### src/rtl/cpu_axim_master.sv
// cpu_axim_master: single-beat AXI4-Lite master driven by CPU-side start pulses.
// Optional build macro AXIM_TIMEOUT_EN adds a watchdog. When the slave makes no
// handshake for TIMEOUT_CYCLES cycles, the watchdog aborts the transaction with resp_err=1.
module cpu_axim_master #(
    parameter int ADDR_WIDTH     = 32,
    parameter int DATA_WIDTH     = 32,
    parameter int TIMEOUT_CYCLES = 256
) (
    input  logic                  clk,
    input  logic                  rstn,
    input  logic                  start_test,
    input  logic [1:0]            ins_type,
    input  logic [ADDR_WIDTH-1:0] address,
    input  logic [DATA_WIDTH-1:0] data_to_write,
    input  logic                  start_write,
    input  logic                  start_read,
    output logic                  test_done,
    output logic [DATA_WIDTH-1:0] rd_data,
    output logic                  resp_err,
    output logic [ADDR_WIDTH-1:0] M_AXI_AWADDR,
    output logic                  M_AXI_AWVALID,
    input  logic                  M_AXI_AWREADY,
    output logic [DATA_WIDTH-1:0] M_AXI_WDATA,
    output logic                  M_AXI_WVALID,
    input  logic                  M_AXI_WREADY,
    input  logic [1:0]            M_AXI_BRESP,
    input  logic                  M_AXI_BVALID,
    output logic                  M_AXI_BREADY,
    output logic [ADDR_WIDTH-1:0] M_AXI_ARADDR,
    output logic                  M_AXI_ARVALID,
    input  logic                  M_AXI_ARREADY,
    input  logic [DATA_WIDTH-1:0] M_AXI_RDATA,
    input  logic [1:0]            M_AXI_RRESP,
    input  logic                  M_AXI_RVALID,
    output logic                  M_AXI_RREADY
);
    typedef enum logic [2:0] {IDLE, WR, WR_RESP, RD_ADDR, RD_DATA} state_t;

    state_t r_state;
    logic   w_launch_wr;
    logic   w_launch_rd;
    logic   w_aw_done;
    logic   w_w_done;

`ifdef AXIM_TIMEOUT_EN
    localparam int CNT_W = $clog2(TIMEOUT_CYCLES + 1);
    logic [CNT_W-1:0] r_cnt;
    logic             w_hs;
`endif

    // launch decode with priority start_write > start_read > start_test; a channel is done once its VALID is low or accepted now
    always_comb begin
        w_launch_wr = start_write | (~start_read & start_test & (ins_type == 2'b00));
        w_launch_rd = ~start_write & (start_read | (start_test & (ins_type == 2'b01)));
        w_aw_done   = ~M_AXI_AWVALID | M_AXI_AWREADY;
        w_w_done    = ~M_AXI_WVALID | M_AXI_WREADY;
`ifdef AXIM_TIMEOUT_EN
        w_hs = (M_AXI_AWVALID & M_AXI_AWREADY) | (M_AXI_WVALID & M_AXI_WREADY) |
               (M_AXI_BVALID & M_AXI_BREADY) | (M_AXI_ARVALID & M_AXI_ARREADY) |
               (M_AXI_RVALID & M_AXI_RREADY);
`endif
    end

    // transaction FSM; every output is a register updated here
    always_ff @(posedge clk) begin
        if (rstn) begin
            r_state       <= IDLE;
            test_done     <= 1'b0;
            rd_data       <= '0;
            resp_err      <= 1'b0;
            M_AXI_AWADDR  <= '0;
            M_AXI_AWVALID <= 1'b0;
            M_AXI_WDATA   <= '0;
            M_AXI_WVALID  <= 1'b0;
            M_AXI_BREADY  <= 1'b0;
            M_AXI_ARADDR  <= '0;
            M_AXI_ARVALID <= 1'b0;
            M_AXI_RREADY  <= 1'b0;
`ifdef AXIM_TIMEOUT_EN
            r_cnt         <= '0;
`endif
        end else begin
            test_done <= 1'b0;
            case (r_state)
                IDLE: begin
                    if (w_launch_wr) begin
                        r_state       <= WR;
                        M_AXI_AWADDR  <= address;
                        M_AXI_WDATA   <= data_to_write;
                        M_AXI_AWVALID <= 1'b1;
                        M_AXI_WVALID  <= 1'b1;
                    end else if (w_launch_rd) begin
                        r_state       <= RD_ADDR;
                        M_AXI_ARADDR  <= address;
                        M_AXI_ARVALID <= 1'b1;
                    end
                end
                WR: begin
                    if (M_AXI_AWREADY) M_AXI_AWVALID <= 1'b0;
                    if (M_AXI_WREADY) M_AXI_WVALID <= 1'b0;
                    if (w_aw_done && w_w_done) begin
                        r_state      <= WR_RESP;
                        M_AXI_BREADY <= 1'b1;
                    end
                end
                WR_RESP: begin
                    if (M_AXI_BVALID) begin
                        r_state      <= IDLE;
                        M_AXI_BREADY <= 1'b0;
                        resp_err     <= |M_AXI_BRESP;
                        test_done    <= 1'b1;
                    end
                end
                RD_ADDR: begin
                    if (M_AXI_ARREADY) begin
                        r_state       <= RD_DATA;
                        M_AXI_ARVALID <= 1'b0;
                        M_AXI_RREADY  <= 1'b1;
                    end
                end
                RD_DATA: begin
                    if (M_AXI_RVALID) begin
                        r_state      <= IDLE;
                        M_AXI_RREADY <= 1'b0;
                        rd_data      <= M_AXI_RDATA;
                        resp_err     <= |M_AXI_RRESP;
                        test_done    <= 1'b1;
                    end
                end
                default: r_state <= IDLE;
            endcase
`ifdef AXIM_TIMEOUT_EN
            if (r_state == IDLE || w_hs) begin
                r_cnt <= '0;
            end else if (r_cnt == CNT_W'(TIMEOUT_CYCLES - 1)) begin
                r_cnt         <= '0;
                r_state       <= IDLE;
                M_AXI_AWVALID <= 1'b0;
                M_AXI_WVALID  <= 1'b0;
                M_AXI_BREADY  <= 1'b0;
                M_AXI_ARVALID <= 1'b0;
                M_AXI_RREADY  <= 1'b0;
                resp_err      <= 1'b1;
                test_done     <= 1'b1;
            end else begin
                r_cnt <= r_cnt + 1'b1;
            end
`endif
        end
    end
endmodule

### config.mk
export PLATFORM = sky130hd
export DESIGN_NAME = cpu_axim_master
export DESIGN_NICKNAME = d
export VERILOG_FILES = /design/src/rtl/cpu_axim_master.sv
export SDC_FILE = /design/constraint.sdc
export NUM_CORES = 1
export LEC_CHECK = 0
export CAP_MARGIN = 20
export CORE_MARGIN = 2
export CORE_UTILIZATION = 40
export CTS_CLUSTER_DIAMETER = 120
export DETAILED_ROUTE_END_ITERATION = 12
export GPL_TIMING_DRIVEN = 0
export PLACE_DENSITY = 0.85
export SYNTH_ARGS = -nofsm -noshare
export SYNTH_HDL_FRONTEND = slang
export SYNTH_SLANG_ARGS = --single-unit
### constraint.sdc
create_clock -name clk -period 4.9 [get_ports clk]
set_input_delay 0.98 -clock clk [delete_from_list [all_inputs] [get_ports clk]]
set_output_delay 0.98 -clock clk [all_outputs]
set_load 0.03 [all_outputs]
==> Yosys cells after proc, flatten, opt, wreduce, memory -nomap -nowiden <==
Cells that the tools add are included.
Widths: inputs -> output; s select.
{ "totals": {"reg_bits": 138, "word_cells": 88, "output_inout_bits": 135, "in_bits": 112} }
{ "op_classes": {"eq_ne": 15, "reduce_logical": 20, "bitwise": 13, "n_mux": 28} }
{ "op_table": {"columns": ["operator", "count"], "rows": [
  ["$mux 3", 6],
  ["$ne 2x2->1 const B", 9],
  ["$reduce_and 3->1", 6],
  ["$pmux 3 s5", 1],
  ["$mux 1", 14],
  ["$pmux 1 s2", 7],
  ["$reduce_bool 2->1", 5],
  ["$eq 3x2->1 const B", 2],
  ["$not 1->1", 5],
  ["$reduce_and 5->1", 1],
  ["$and 1x1->1", 4],
  ["$or 1x1->1", 4],
  ["$reduce_and 2->1", 2],
  ["$reduce_and 4->1", 1],
  ["$reduce_or 2->1", 2],
  ["$eq 3x1->1 const B", 1],
  ["$eq 3x3->1 const B", 1],
  ["$logic_not 3->1", 1],
  ["$ne 3x3->1 const B", 1],
  ["$eq 2x1->1 const B", 1],
  ["$logic_not 2->1", 1],
  ["$logic_and 1x1->1", 1]
]} }

==> Logic depth before layout (Yosys ltp) <==
{ "depth": {"ltp_word": 7, "mapped_depth": 8, "depth_no_buf": 5} }

==> Worst setup path after synthesis <==
No wires, ideal clock.
{ "synth_path": {"path_kind": "input -> register", "from": "input start_test", "to": "register M_AXI_WDATA[31]", "path_slack_ns": 2.806, "t_arrival_ns": 1.961, "path_stages": 7, "path_buffers": 2, "setup_ns": 0.134, "required_ns": 4.766, "path_cell_list": "nor2b_1 a21oi_1 or2_1 buf_2 buf_2 nand2_1 a21oi_1"} }
{ "synth_via": {"elab_chain_len": 4} }
{ "synth_rtl": {"columns": ["item", "line_no", "rtl"], "rows": [
  ["from (decl)", "11", "input logic start_test,"],
  ["$and 1x1->1 (2 in a row)", "53", "w_launch_wr = start_write | (~start_read & start_test & (ins_type == 2'b00));"],
  ["$or 1x1->1", "53", null],
  ["$reduce_and 2->1 (no line)", null, null],
  ["to (signal assigned)", "89", "M_AXI_WDATA <= data_to_write;"],
  ["to (decl)", "23", "output logic [DATA_WIDTH-1:0] M_AXI_WDATA,"]
]} }
Every way passes these cells.
A chain may end at the register's enable or synchronous reset.

==> Worst setup path in the final report <==
{ "layout_path": {"from": "input start_test", "to": "register M_AXI_AWADDR[10]"} }
{ "layout_via": {"elab_chain_len": 4} }
{ "layout_rtl": {"columns": ["item", "line_no", "rtl"], "rows": [
  ["$and 1x1->1 (2 in a row)", "53", null],
  ["$or 1x1->1", "53", null],
  ["$reduce_and 2->1 (no line)", null, null],
  ["to (signal assigned)", "88", "M_AXI_AWADDR <= address;"],
  ["to (decl)", "20", "output logic [ADDR_WIDTH-1:0] M_AXI_AWADDR,"]
]} }
Every way passes these cells.

==> impl_metrics.env <==
export IMPL_status="finished, final reports clean"
export IMPL_grt_max_degree=17
export IMPL_num_vias=5105
export IMPL_htree_levels=4
export IMPL_io_pins=247
export IMPL_critical_path_slowest_cell="nor2_2"
export IMPL_mostFrequentLayoutCells="nand2_1 (252), clkdlybuf4s50_1 (245), a21oi_1 (139)"
export IMPL_crit_path_end_kind="flip-flop"
export IMPL_synth_top_family_by_area="simple AND/OR/NAND/NOR gates"
export IMPL_synth_seq_cells=138
export IMPL_numClockSinks=138
export IMPL_relSlewSlack_pct=49.4
export IMPL_worstPathArrival_ps=2860
export IMPL_worstHoldStart="rd_data[27]$_SDFFE_PP0P_"
export IMPL_layout_drive_gt1_share_pct=7.35
export IMPL_grt_pass1_wl_um=24800
export IMPL_antennaDiodeCount=0
export IMPL_synth_simple_area_share_pct=23.1
export IMPL_synthCells=621
export IMPL_crit_top_cell="a21oi_1"
export IMPL_synth_warnings=0
export IMPL_postCtsSetupBuffers=0
export IMPL_clk_pin_slew_ps=60
export IMPL_mappedNetlistArea_um2=4930
export IMPL_syn_avg_cell_area_um2=7.94
export IMPL_postPlaceCellArea_um2=7560
export IMPL_maxCapViolations=0
export IMPL_hold_violations=0
export IMPL_hpwlAfterDp_um=11600
export IMPL_synth_xor_area_share_pct=0
export IMPL_clk_latency_ps=420
export IMPL_r2r_start="r_state[0]$_SDFFE_PP0P_"
export IMPL_antenna_found_initial=0
export IMPL_row_count=40
export IMPL_die_y_um=115
export IMPL_leakage_uw=0.00296
export IMPL_cts_buffers=17
export IMPL_muxShareOfSynthArea_pct=0.203
export IMPL_cts_root_buf="clkbuf_16"
export IMPL_nets=997
export IMPL_firstDrtPassIters=6
export IMPL_worst_slew_pin_slew_ps=759
export IMPL_die_width_um=115
export IMPL_worstSetupStartpointType="primary input"
export IMPL_fp_dieArea_um2=13200
export IMPL_fin_worst_skew_ps=7.16
export IMPL_first_global_vias=5074
export IMPL_floorplan_initialDensity_pct=41.0
export IMPL_synth_compound_area_share_pct=15.6
export IMPL_tritoncts="done"
export IMPL_fin_crit_sh_pct=51.3
export IMPL_final_common_cell="nand2_1"
export IMPL_place_congestion=0.850
export IMPL_crit_path_start="start_test"
export IMPL_hp_class="flip-flop to flip-flop"
export IMPL_crit_buf_inv=2
export IMPL_nFillCells=972
export IMPL_synthAdderAreaFrac_pct=0
export IMPL_portBuffers=245
export IMPL_slew_violations=0
export IMPL_grt_total_usage_pct=24.4
export IMPL_critPathRequiredTime_ps=5240
export IMPL_final_min_clock_period_ps=2510
export IMPL_layout_area_overhead_vs_synth_pct=66.2
export IMPL_fin_setup_tns_ps=0
export IMPL_p_total_uw=3690
export IMPL_synthesis_nets=733
export IMPL_rsz0062_at_grt="no"
export IMPL_fmax_mhz=398
export IMPL_setup_viol=0
export IMPL_cts_resized=0
export IMPL_clk_path_buf_depth=2
export IMPL_final_cell_area_um2=8190
export IMPL_cp_top_family="simple AND/OR/NAND/NOR gates"
export IMPL_first_iter_violations=375
export IMPL_core_um2=12000
export IMPL_grt_overflow=0
export IMPL_routed_wl_um=16100
export IMPL_crit_type="primary input to flip-flop"
export IMPL_post_route_drc_count=0
export IMPL_seq_area_frac_synth_pct=56.1
export IMPL_cp_cell_sequence="clkdlybuf4s50_1 -> nor2b_1 -> a21oi_1 -> nor2_2 -> buf_2 -> nand2_1 -> a21oi_1"
export IMPL_critPathMaxStageDelay_ps=500
export IMPL_post_drt_wl_per_cell_um=15.5
export IMPL_routed_via_density=4.89
export IMPL_synth_cell_types=30
export IMPL_hold_buffers=0
export IMPL_pwr_density_cell_nw_per_um2=451
export IMPL_drtAntennaViolNets=0
export IMPL_crit_fanout=10
export IMPL_hold_worst_slack_ps=451
export IMPL_vdd_drop_max_uv=239
## synth_stat cells
cell type | n | area [µm²]
nand3b_1 | 3 | 22.5
dfxtp_1 | 138 | 2760
nor3b_2 | 1 | 12.5
a21oi_1 | 139 | 696
nand2_1 | 252 | 946
nand3_1 | 1 | 5.00
or3_1 | 3 | 18.8
mux2i_1 | 1 | 10.0
o21a_1 | 1 | 7.51
o21ai_0 | 4 | 20.0
or2_1 | 1 | 6.26
nand4b_1 | 1 | 8.76
buf_2 | 19 | 95.1
nor2_1 | 6 | 22.5
inv_1 | 4 | 15.0
nor3_2 | 1 | 10.0
nor3_1 | 2 | 10.0
nor2_2 | 1 | 6.26
nand2_2 | 7 | 43.8
a21oi_2 | 1 | 8.76
o41ai_1 | 1 | 8.76
a22oi_1 | 1 | 7.51
o22ai_1 | 1 | 6.26
and2_1 | 1 | 6.26
nor4b_1 | 1 | 8.76
clkbuf_1 | 21 | 78.8
o22a_1 | 1 | 8.76
nor2b_1 | 2 | 12.5
buf_6 | 5 | 56.3
a21boi_0 | 1 | 7.51
## layer usage
| layer | up-vias | wire [µm] | track usage (%) |
|---|---|---|---|
| met2 | 222 | 8060 | 43.2 |
| met5 | - | 0 | 0 |
| met3 | 23 | 1370 | 9.01 |
| met1 | 2314 | 6460 | 26.6 |
| li1 | 2546 | - | - |
| met4 | 0 | 256 | 9.32 |
## worst paths after layout
check / slack [ps] / end / cells after the start
min: 450 / rd_data[27]$_SDFFE_PP0P_ / 2
max: 2390 / M_AXI_AWADDR[10]$_SDFFE_PP0P_ / 7
min reg2reg: 450 / rd_data[27]$_SDFFE_PP0P_ / 2
max reg2reg: 2860 / M_AXI_AWADDR[10]$_SDFFE_PP0P_ / 7
## layout make-up
cell class / instances / area [µm²] / area share [%]
multi-input combinational: 434 / 1920 / 23.4
inverter: 4 / 15.0 / 0.183
timing repair buffer: 245 / 2450 / 29.9
clock buffer: 20 / 457 / 5.57
clock inverter: 12 / 171 / 2.09
sequential: 138 / 2760 / 33.7
tap: 147 / 184 / 2.24
buffer: 45 / 230 / 2.81
## cells by family after synthesis
group / count (synthesis)
buffers and inverters: 49
AND/OR/NAND/NOR: 283
AO/OA/AOI/OAI: 150
multiplexers: 1
flip-flops: 138
## worst register-to-register path, delay by kind of cell (launching register included)
family	cells	cell delay, ps
buffers and inverters	3	630
AO/OA/AOI/OAI	1	150
flip-flops	1	300
AND/OR/NAND/NOR	3	890
## report_power, final
group	total [µW]	internal [µW]	switching, µW
logic	1030	418	608
clock network	1350	874	477
registers	1310	1250	66.5
total	3690	2540	1150
## stage by stage
step	std cells	setup WS (ps)	util [%]
floorplan	621	2810	-
finish	1045	2390	68.2
detailed placement	1013	1960	63.0
global placement	1013	2010	63.0
global route	1045	2260	68.2
CTS	1045	2380	68.2
## state kept, by name, summed over array words and instances, names as in the netlist
name / flops
M_AXI_ARVALID: 1
M_AXI_RREADY: 1
rd_data: 32
M_AXI_WVALID: 1
M_AXI_AWVALID: 1
M_AXI_BREADY: 1
M_AXI_WDATA: 32
resp_err: 1
r_state: 3
test_done: 1
M_AXI_ARADDR: 32
M_AXI_AWADDR: 32
Power figures use the tool's default switching activity.
